$ cat src/rtl/codec_pkg.sv
`default_nettype none
// ============================================================================
//  Module      : codec_pkg
//  Description : Shared codec definitions: convolutional code generators,
//                trellis state type and encoder FSM state encoding.
//  Revision    : 1.0 - initial release
// ============================================================================
package codec_pkg;

    // Generator polynomials applied to {u, s1, s0}
    localparam logic [2:0] G0 = 3'b111;
    localparam logic [2:0] G1 = 3'b101;

    // 4-state trellis state {s1, s0}, shared with the Viterbi decoder
    typedef logic [1:0] trellis_state_t;

    // Encoder control FSM
    typedef enum logic [1:0] {
        IDLE  = 2'd0,
        SHIFT = 2'd1,
        TAIL  = 2'd2
    } enc_fsm_t;

endpackage : codec_pkg
`default_nettype wire

$ cat src/rtl/conv_enc_core.sv
`default_nettype none
// ============================================================================
//  Module      : conv_enc_core
//  Description : Combinational K=3 rate-1/2 encoder step: input bit plus
//                trellis state to coded symbol and successor state. Also
//                usable as a branch-label reference for the decoder.
//  Revision    : 1.0 - initial release
// ============================================================================
module conv_enc_core
    import codec_pkg::*;
(
    input  logic           u,
    input  trellis_state_t state,
    output logic [1:0]     sym,
    output trellis_state_t next_state
);

    logic [2:0] w_reg;

    assign w_reg      = {u, state};
    // [1] is the G0 branch (u^s1^s0), [0] the G1 branch (u^s0)
    assign sym        = {^(w_reg & G0), ^(w_reg & G1)};
    assign next_state = {u, state[1]};

endmodule : conv_enc_core
`default_nettype wire

$ cat src/rtl/conv_encoder.sv
`default_nettype none
// ============================================================================
//  Module      : conv_encoder
//  Description : Rate-1/2 K=3 convolutional encoder. Serialises DATA_W-bit
//                words MSB-first into 2-bit symbols with valid/ready
//                handshakes and an optional two-bit zero tail per frame.
//  Revision    : 1.0 - initial release
// ============================================================================
module conv_encoder
    import codec_pkg::*;
#(
    parameter int DATA_W  = 8,      // must be >= 2
    parameter bit TAIL_EN = 1'b1
) (
    input  logic              clk,
    input  logic              rst_n,
    input  logic [DATA_W-1:0] data_in,
    input  logic              last_in,
    input  logic              valid_in,
    output logic              ready_out,
    output logic [1:0]        sym_out,
    output logic              sym_valid,
    input  logic              sym_ready,
    output logic              sym_last,
    output logic [1:0]        enc_state,
    output logic              busy
);

    localparam int             CNT_W      = $clog2(DATA_W);
    localparam logic [CNT_W-1:0] c_CNT_LAST = CNT_W'(DATA_W - 1);
    localparam logic [CNT_W-1:0] c_CNT_PEN  = CNT_W'(DATA_W - 2);

    enc_fsm_t          fsm_q, fsm_d;
    logic [DATA_W-1:0] data_q, data_d;          // bits still to be presented, next at MSB
    logic              last_q, last_d;
    logic [CNT_W-1:0]  bit_cnt_q, bit_cnt_d;
    logic              tail_cnt_q, tail_cnt_d;
    logic              in_frame_q, in_frame_d;
    trellis_state_t    enc_state_q, enc_state_d; // state before the presented bit
    trellis_state_t    post_state_q, post_state_d; // state after the presented bit
    logic [1:0]        sym_q, sym_d;
    logic              sym_valid_q, sym_valid_d;
    logic              sym_last_q, sym_last_d;

    logic              w_la_u;
    trellis_state_t    w_la_state;
    logic [1:0]        w_la_sym;
    trellis_state_t    w_la_next;
    logic              w_sym_hs;
    logic              w_last_bit;

    assign w_sym_hs   = sym_valid_q && sym_ready;
    assign w_last_bit = (bit_cnt_q == c_CNT_LAST);

    // Symbols are precomputed one handshake ahead so sym_out is a flop
    conv_enc_core u_core (
        .u          (w_la_u),
        .state      (w_la_state),
        .sym        (w_la_sym),
        .next_state (w_la_next)
    );

    // Select the bit and starting state of the symbol to be presented next
    always_comb begin
        w_la_u     = 1'b0;
        w_la_state = post_state_q;
        case (fsm_q)
            IDLE: begin
                w_la_u     = data_in[DATA_W-1];
                w_la_state = in_frame_q ? enc_state_q : 2'b00;
            end
            SHIFT: begin
                // at word end: reload from data_in, or a zero tail bit if last
                w_la_u = w_last_bit ? (!last_q && data_in[DATA_W-1]) : data_q[DATA_W-1];
            end
            default: begin
                w_la_u = 1'b0;
            end
        endcase
    end

    // Word acceptance; back-to-back reload depends combinationally on sym_ready
    always_comb begin
        ready_out = 1'b0;
        case (fsm_q)
            IDLE:    ready_out = 1'b1;
            SHIFT:   ready_out = w_last_bit && sym_ready && !last_q;
            default: ready_out = 1'b0;
        endcase
    end

    // Next-state logic; everything holds unless a handshake or acceptance occurs
    always_comb begin
        fsm_d        = fsm_q;
        data_d       = data_q;
        last_d       = last_q;
        bit_cnt_d    = bit_cnt_q;
        tail_cnt_d   = tail_cnt_q;
        in_frame_d   = in_frame_q;
        enc_state_d  = enc_state_q;
        post_state_d = post_state_q;
        sym_d        = sym_q;
        sym_valid_d  = sym_valid_q;
        sym_last_d   = sym_last_q;

        if (w_sym_hs && sym_last_q) begin
            in_frame_d = 1'b0;
        end

        case (fsm_q)
            IDLE: begin
                if (valid_in) begin
                    data_d       = {data_in[DATA_W-2:0], 1'b0};
                    last_d       = last_in;
                    bit_cnt_d    = '0;
                    enc_state_d  = w_la_state;
                    post_state_d = w_la_next;
                    sym_d        = w_la_sym;
                    sym_valid_d  = 1'b1;
                    sym_last_d   = 1'b0;
                    in_frame_d   = 1'b1;
                    fsm_d        = SHIFT;
                end
            end
            SHIFT: begin
                if (w_sym_hs) begin
                    enc_state_d = post_state_q;
                    if (w_last_bit) begin
                        if (last_q) begin
                            if (TAIL_EN) begin
                                fsm_d        = TAIL;
                                tail_cnt_d   = 1'b0;
                                sym_d        = w_la_sym;
                                post_state_d = w_la_next;
                                sym_last_d   = 1'b0;
                            end else begin
                                fsm_d       = IDLE;
                                sym_valid_d = 1'b0;
                                sym_last_d  = 1'b0;
                            end
                        end else if (valid_in) begin
                            data_d       = {data_in[DATA_W-2:0], 1'b0};
                            last_d       = last_in;
                            bit_cnt_d    = '0;
                            post_state_d = w_la_next;
                            sym_d        = w_la_sym;
                            sym_last_d   = 1'b0;
                        end else begin
                            fsm_d       = IDLE;
                            sym_valid_d = 1'b0;
                            sym_last_d  = 1'b0;
                        end
                    end else begin
                        bit_cnt_d    = bit_cnt_q + CNT_W'(1);
                        data_d       = {data_q[DATA_W-2:0], 1'b0};
                        post_state_d = w_la_next;
                        sym_d        = w_la_sym;
                        sym_last_d   = !TAIL_EN && last_q && (bit_cnt_q == c_CNT_PEN);
                    end
                end
            end
            TAIL: begin
                if (w_sym_hs) begin
                    enc_state_d = post_state_q;
                    if (!tail_cnt_q) begin
                        tail_cnt_d   = 1'b1;
                        sym_d        = w_la_sym;
                        post_state_d = w_la_next;
                        sym_last_d   = 1'b1;
                    end else begin
                        fsm_d       = IDLE;
                        sym_valid_d = 1'b0;
                        sym_last_d  = 1'b0;
                    end
                end
            end
            default: begin
                fsm_d = IDLE;
            end
        endcase
    end

    // State registers; reset abandons any frame in progress without a tail
    always_ff @(posedge clk or negedge rst_n) begin
        if (!rst_n) begin
            fsm_q        <= IDLE;
            data_q       <= '0;
            last_q       <= 1'b0;
            bit_cnt_q    <= '0;
            tail_cnt_q   <= 1'b0;
            in_frame_q   <= 1'b0;
            enc_state_q  <= 2'b00;
            post_state_q <= 2'b00;
            sym_q        <= 2'b00;
            sym_valid_q  <= 1'b0;
            sym_last_q   <= 1'b0;
        end else begin
            fsm_q        <= fsm_d;
            data_q       <= data_d;
            last_q       <= last_d;
            bit_cnt_q    <= bit_cnt_d;
            tail_cnt_q   <= tail_cnt_d;
            in_frame_q   <= in_frame_d;
            enc_state_q  <= enc_state_d;
            post_state_q <= post_state_d;
            sym_q        <= sym_d;
            sym_valid_q  <= sym_valid_d;
            sym_last_q   <= sym_last_d;
        end
    end

    assign sym_out   = sym_q;
    assign sym_valid = sym_valid_q;
    assign sym_last  = sym_last_q;
    assign enc_state = enc_state_q;
    assign busy      = (fsm_q != IDLE);

endmodule : conv_encoder
`default_nettype wire
$ cat config.mk
export PLATFORM = sky130hd
export DESIGN_NAME = conv_encoder
export DESIGN_NICKNAME = d
export VERILOG_FILES = /design/src/rtl/codec_pkg.sv /design/src/rtl/conv_enc_core.sv /design/src/rtl/conv_encoder.sv
export SDC_FILE = /design/constraint.sdc
export NUM_CORES = 1
export LEC_CHECK = 0
export ABC_AREA = 1
export CAP_MARGIN = 30
export CORE_MARGIN = 8
export CORE_UTILIZATION = 45
export CTS_BUF_LIST = sky130_fd_sc_hd__clkbuf_8
export CTS_CLUSTER_SIZE = 10
export DETAILED_ROUTE_END_ITERATION = 10
export PLACE_DENSITY_LB_ADDON = 0.08
export SLEW_MARGIN = 20
export SYNTH_ARGS = -nofsm -noshare
export SYNTH_HDL_FRONTEND = slang
export SYNTH_SLANG_ARGS = --single-unit
$ cat constraint.sdc
create_clock -name clk -period 2 [get_ports clk]
set_input_delay 0.3 -clock clk [delete_from_list [all_inputs] [get_ports clk]]
set_output_delay 0.3 -clock clk [all_outputs]
set_load 0.02 [all_outputs]
==> metrics.cfg, run 1 <==
[clocking]
cts_max_level=1
cts_tree=yes
cts_buffers=3
clk_latency_ps=270
root_buffer=clkbuf_8
cts_sinks=24
cts_hold_buffers=0
cts_buffer_depth=2
clk_pin_slew_ps=90

[die]
start_util=0.464
io_pins=21
die_h_um=74.4
die_x_um=74.4
row_count=21
coreArea_um2=3310
die-area_um2=5540

[route]
ant_nets=0
drcViolationCount=0
drtPass1Iterations=4
wl_per_cell_um=13.0
wl_um=3580
dr_total_vias=1400
drtIter0Drc=76
vias_per_cell=5.09

[timing]
tns_ps=0
min_period_over_period=0.949
clock_skew_ps=6.27
slew_headroom=0.792
drv_slew=0
setup_viol=0
rsz0062_at_grt=false
max_freq_mhz=527
layout_min_cycle_time_ps=1900
final_hold_viol_count=0
tightestPinTransition_ps=311

[finish]
nFillCells=346
area_growth_pct=22.3
fin_util=0.568
drive_above_1_share=0.118
nNetsFinal=249
antenna_cells=0

[setup_path]
path_class=flop to output pin
crit_path_start=bit_cnt_q[0]
worstSetupEndpointType=output pin
worstSetupStartpointType=flop
critical-path-slowest-cell=dfrtp_1
max_stage_delay_ps=400
reg2reg_from=bit_cnt_q[0]
path_buf_inv=1
cp_top_family=flip-flops
crit_required_ps=1700
arrival_ps=1600
worst-path-max-fanout=3
path_cells=ha_1 > ha_1 > nand2_2 > nor2_1 > nand2_1 > nand2_1 > clkdlybuf4s15_1

[logic_synthesis]
synthTopCellsByArea=dfrtp_1 (39%), nand2_1 (14%), nand3_1 (6.8%), ha_1 (4.9%), o21ai_0 (4.9%)
ys_top_cells_by_count=nand2_1 (57), dfrtp_1 (24), nand3_1 (21)
synthFlopType=dfrtp_1
syn_inst=201
ys_warn_count=0
syn-num-nets=220
netlist.area_leader.share=0.391
syn_area_per_cell_um2=7.64
ys_async_sr_fraction=1.00
synth_edf_count=0
ys_ff_latch=24
syn-cell-area_um2=1540
yosys.cell_types.count=28
yosysSeqAreaShare=0.391
synth.largest_area_cell=dfrtp_1
yosysMostFrequentCell=nand2_1

[pwr]
seqPwrFrac=0.267
p_int_uw=1670
power_per_cell_area_nw_per_um2=1720
p_switching_uw=1560
p_clk_frac=0.104
switching_share=0.482
peakVddDrop_mv=0.644
power.leakage_uw=0.000887
p_comb_frac=0.629

[global_routing]
antenna_found_initial=0
overflow=0
track_usage=0.139
grt_max_degree=25
grt_pass1_vias=1336
grt_pass1_wl_um=5970

[min_path]
hold_class=input pin to asynchronous set/reset pin

[placement]
dp_hpwl_um=2750
place_congestion=0.912
numPortBuffers=20

[job]
maxCapViolCount=0

[outcome]
outcome=completed

-- power by group through the flow --
stage	clock network, µW	logic, µW	registers [µW]
2_1_floorplan	0	1440	911
3_3_place_gp	0	2010	864
3_5_place_dp	0	2050	874
4_1_cts	346	2040	864
5_1_grt	368	2270	887
6_report	337	2030	862
-- worst paths after layout --
path,endpoint,slack (ps),depth (start not counted)
setup / recovery,ready_out,100,7
hold reg to reg,bit_cnt_q[1],480,2
min in group clk,bit_cnt_q[1],480,2
setup reg to reg,data_q[4],180,8
hold / removal,in_frame_q,390,2
max in group asynchronous,bit_cnt_q[2],1370,2
-- registers in the layout, summed over array words and instances, names as in the netlist --
signal / count
last_q: 1
in_frame_q: 1
enc_state: 2
post_state_q: 2
tail_cnt_q: 1
fsm_q: 2
bit_cnt_q: 3
sym_out: 2
data_q: 8
sym_last: 1
sym_valid: 1
-- layout by cell type, fill, tap and decap left out, types with 4 or more instances in the layout --
cell type,count
nor2_1,11
clkdlybuf4s50_1,18
o21a_1,7
o21ai_0,15
buf_4,8
ha_1,6
a21oi_1,13
inv_1,18
nand3_1,21
dfrtp_1,24
nand2_1,56
clkbuf_8,4
-- final cells by class --
cell class                      instances  area, µm²  area share
Timing Repair Buffer                   28        259       0.138
Sequential cell                        24        601       0.320
Inverter                               21       86.3      0.0459
Tap cell                               46       57.6      0.0306
Multi-Input combinational cell        152        821       0.437
Clock buffer                            4       55.1      0.0293
-- per-layer routing --
metal / up-vias / track usage / routed length (µm)
met4: 0 / 0.0457 / 41
met2: 30 / 0.243 / 1750
li1: 722 / - / -
met1: 643 / 0.164 / 1590
met3: 5 / 0.0283 / 194
met5: - / 0 / 0
-- stage by stage --
| step | area [µm²] | total power (µW) | hold slack, ps | cells | setup slack [ps] |
|---|---|---|---|---|---|
| 3_3_place_gp | 1820 | 2870 | 456 | 271 | 143 |
| 6_report | 1880 | 3230 | 388 | 275 | 101 |
| 4_1_cts | 1880 | 3250 | 399 | 275 | 22.6 |
| 5_1_grt | 1880 | 3530 | 424 | 275 | 8.20 |
| 2_1_floorplan | 1540 | 2350 | 4.41 | 201 | 450 |
| 3_5_place_dp | 1820 | 2920 | 470 | 271 | 119 |
-- kinds of logic after synthesis --
logic type	synth area share
fa+ha+maj	0.0489
xor+xnor	0.00570
flops	0.391
simple gates	0.300
buf+inv	0.0765
compound gates	0.178
-- repair_timing --
action                                  CTS  global route
pin swaps                                 0             0
buffers inserted                          0             0
endpoints found under the setup margin    2             1
gates resized for setup                   2             2
(Power assumes the default switching activity.)
==> inputs of run 2 (changes only) <==
--- a/config.mk
+++ b/config.mk
@@ -12,6 +12,7 @@
 export CTS_BUF_LIST = sky130_fd_sc_hd__clkbuf_8
 export CTS_CLUSTER_SIZE = 10
 export DETAILED_ROUTE_END_ITERATION = 10
+export GPL_ROUTABILITY_DRIVEN = 0
 export PLACE_DENSITY_LB_ADDON = 0.08
 export SLEW_MARGIN = 20
 export SYNTH_ARGS = -nofsm -noshare
==> results of run 2 <==
No change in the layout: final DEF, timing and power equal those of run 1.
==> inputs of run 3 (changes only) <==
--- a/config.mk
+++ b/config.mk
@@ -7,13 +7,12 @@
 export LEC_CHECK = 0
 export ABC_AREA = 1
 export CAP_MARGIN = 30
-export CORE_MARGIN = 8
 export CORE_UTILIZATION = 45
 export CTS_BUF_LIST = sky130_fd_sc_hd__clkbuf_8
 export CTS_CLUSTER_SIZE = 10
 export DETAILED_ROUTE_END_ITERATION = 10
 export GPL_ROUTABILITY_DRIVEN = 0
-export PLACE_DENSITY_LB_ADDON = 0.08
+export PLACE_DENSITY = 0.68
 export SLEW_MARGIN = 20
 export SYNTH_ARGS = -nofsm -noshare
 export SYNTH_HDL_FRONTEND = slang
==> constraint.sdc (replaced) <==
create_clock -name clk -period 2.2 [get_ports clk]
set_input_delay 0.33 -clock clk [delete_from_list [all_inputs] [get_ports clk]]
set_output_delay 0.33 -clock clk [all_outputs]
set_load 0.02 [all_outputs]
==> run 3 against run 2 <==
Highest routed layer unchanged; critical endpoint unchanged; sequential power shrank 8.7%; critical path type unchanged; non-clock buffer count shrank 3; sequential share of layout area is 0.39 points higher.
==> metrics.cfg, run 3 (same netlist as run 1, synthesis figures left out) <==
[die]
die_h_um=60.4
row_count=20
die-area_um2=3650
coreArea_um2=3150
start_util=0.487
die_x_um=60.4
io_pins=21

[finish]
fin_cells=270
area_growth_pct=20.8
largest_register_ff_count=8
largest_register=data_q
final_cell_mix=nand2_1 (57), dfrtp_1 (24), nand3_1 (21)
drive_above_1_share=0.106
nNetsFinal=246
antenna_cells=0
reg_top3=data_q: 8 flops, bit_cnt_q: 3 flops
finish.instance_area_um2=1860
final_common_cell=nand2_1

[global_routing]
grt_max_degree=25
overflow=0
grtUsageMet3=0.0277
grt_pass1_vias=1362
grt-busiest-layer=met2
use_met2=0.377
track_usage=0.226
grt_pass1_wl_um=6110
globalRouteMet1Util=0.297
antenna_found_initial=0

[clocking]
cts_tree=yes
cts_max_level=1
clk_pin_slew_ps=90
cts_sinks=24
clk_latency_ps=270
cts_buffer_depth=2
cts_buffers=3
root_buffer=clkbuf_8

[pwr]
p_clk_frac=0.105
power.leakage_uw=0.000877
p_comb_frac=0.625
p_switching_uw=1410
power_per_cell_area_nw_per_um2=1570
p_int_uw=1500
switching_share=0.485
seqPwrFrac=0.270
peakVddDrop_mv=0.612

[placement]
dp.cells=266
dp_hpwl_um=2680
numPortBuffers=20
place_area_um2=1800

[setup_path]
worst-path-max-fanout=5
arrival_ps=1720
worstSetupEndpointType=output pin
path_class=flop to output pin
critPathMostFrequentCell=nand2_1
worstSetupStartpointType=flop
cp_top_family=adder cells
ff2ff_path_depth=9
crit_required_ps=1870
max_stage_delay_ps=380
critical-path-slowest-cell=dfrtp_1
reg2reg_from=fsm_q[1]
rrSetupSlack_ps=420
path_cells=ha_1 > ha_2 > nand2_1 > nor2_1 > nand2_1 > nand2_1 > dlygate4sd2_1
path_buf_inv=1
reg2reg_to=sym_out[0]

[route]
vias_per_cell=5.36
drtIter0Drc=74
ant_nets=0
drtPass1Iterations=4
dr_total_vias=1447
wl_um=3460
drcViolationCount=0
wl_per_cell_um=12.8

[timing]
layout_min_cycle_time_ps=2050
slew_headroom=0.769
rsz0062_at_grt=false
tightestPinTransition_ps=347
final_hold_viol_count=0
tns_ps=0
setup_viol=0
timing.hold.ws_ps=420
max_freq_mhz=489
clock_skew_ps=2.30
drv_slew=0
min_period_over_period=0.930

[min_path]
hold_class=input pin to asynchronous set/reset pin

[outcome]
outcome=completed

[job]
maxCapViolCount=0

## run 3: final cells by class
type                       count  area (µm²)
fill                         310        1300
multi-input combinational    152         821
sequential                    24         601
timing repair buffer          25         239
inverter                      21        86.3
clock buffer                   4        55.1
tap                           44        55.1
## run 3: power groups by stage
stage | combinational (µW) | clock (µW) | sequential, µW
2_1_floorplan | 1310 | 0 | 828
3_3_place_gp | 1780 | 0 | 785
3_5_place_dp | 1830 | 0 | 799
4_1_cts | 1840 | 308 | 789
5_1_grt | 2060 | 333 | 816
6_report | 1820 | 305 | 787
## run 3: worst max-delay path by stage
stage	from	cells past startpoint	to
after floorplan	bit_cnt_q[0]	10	sym_out[1]
after global placement	bit_cnt_q[0]	7	ready_out
after detailed placement	bit_cnt_q[0]	7	ready_out
after CTS	fsm_q[0]	4	busy
after global routing	bit_cnt_q[0]	7	ready_out
final	bit_cnt_q[0]	7	ready_out
## run 3: per-layer routing
metal / wire length, µm / vias to the layer above
li1: - / 715
met3: 108 / 9
met5: 0 / -
met1: 1540 / 687
met2: 1740 / 36
met4: 70 / 0
## run 3: metrics by stage
stage / utilization / total power, µW / worst slack [ps]
3_5_place_dp: 0.570 / 2630 / 126
4_1_cts: 0.588 / 2930 / 24.6
6_report: 0.589 / 2920 / 154
5_1_grt: 0.589 / 3210 / 18.3
2_1_floorplan: - / 2140 / 650
3_3_place_gp: 0.570 / 2570 / 179
## run 3: timing repair
action                     in CTS  in global routing
setup buffers                   0                  0
resized for setup               2                  1
setup endpoints to repair       1                  1
cloned                          0                  0
hold buffers                    0                  0
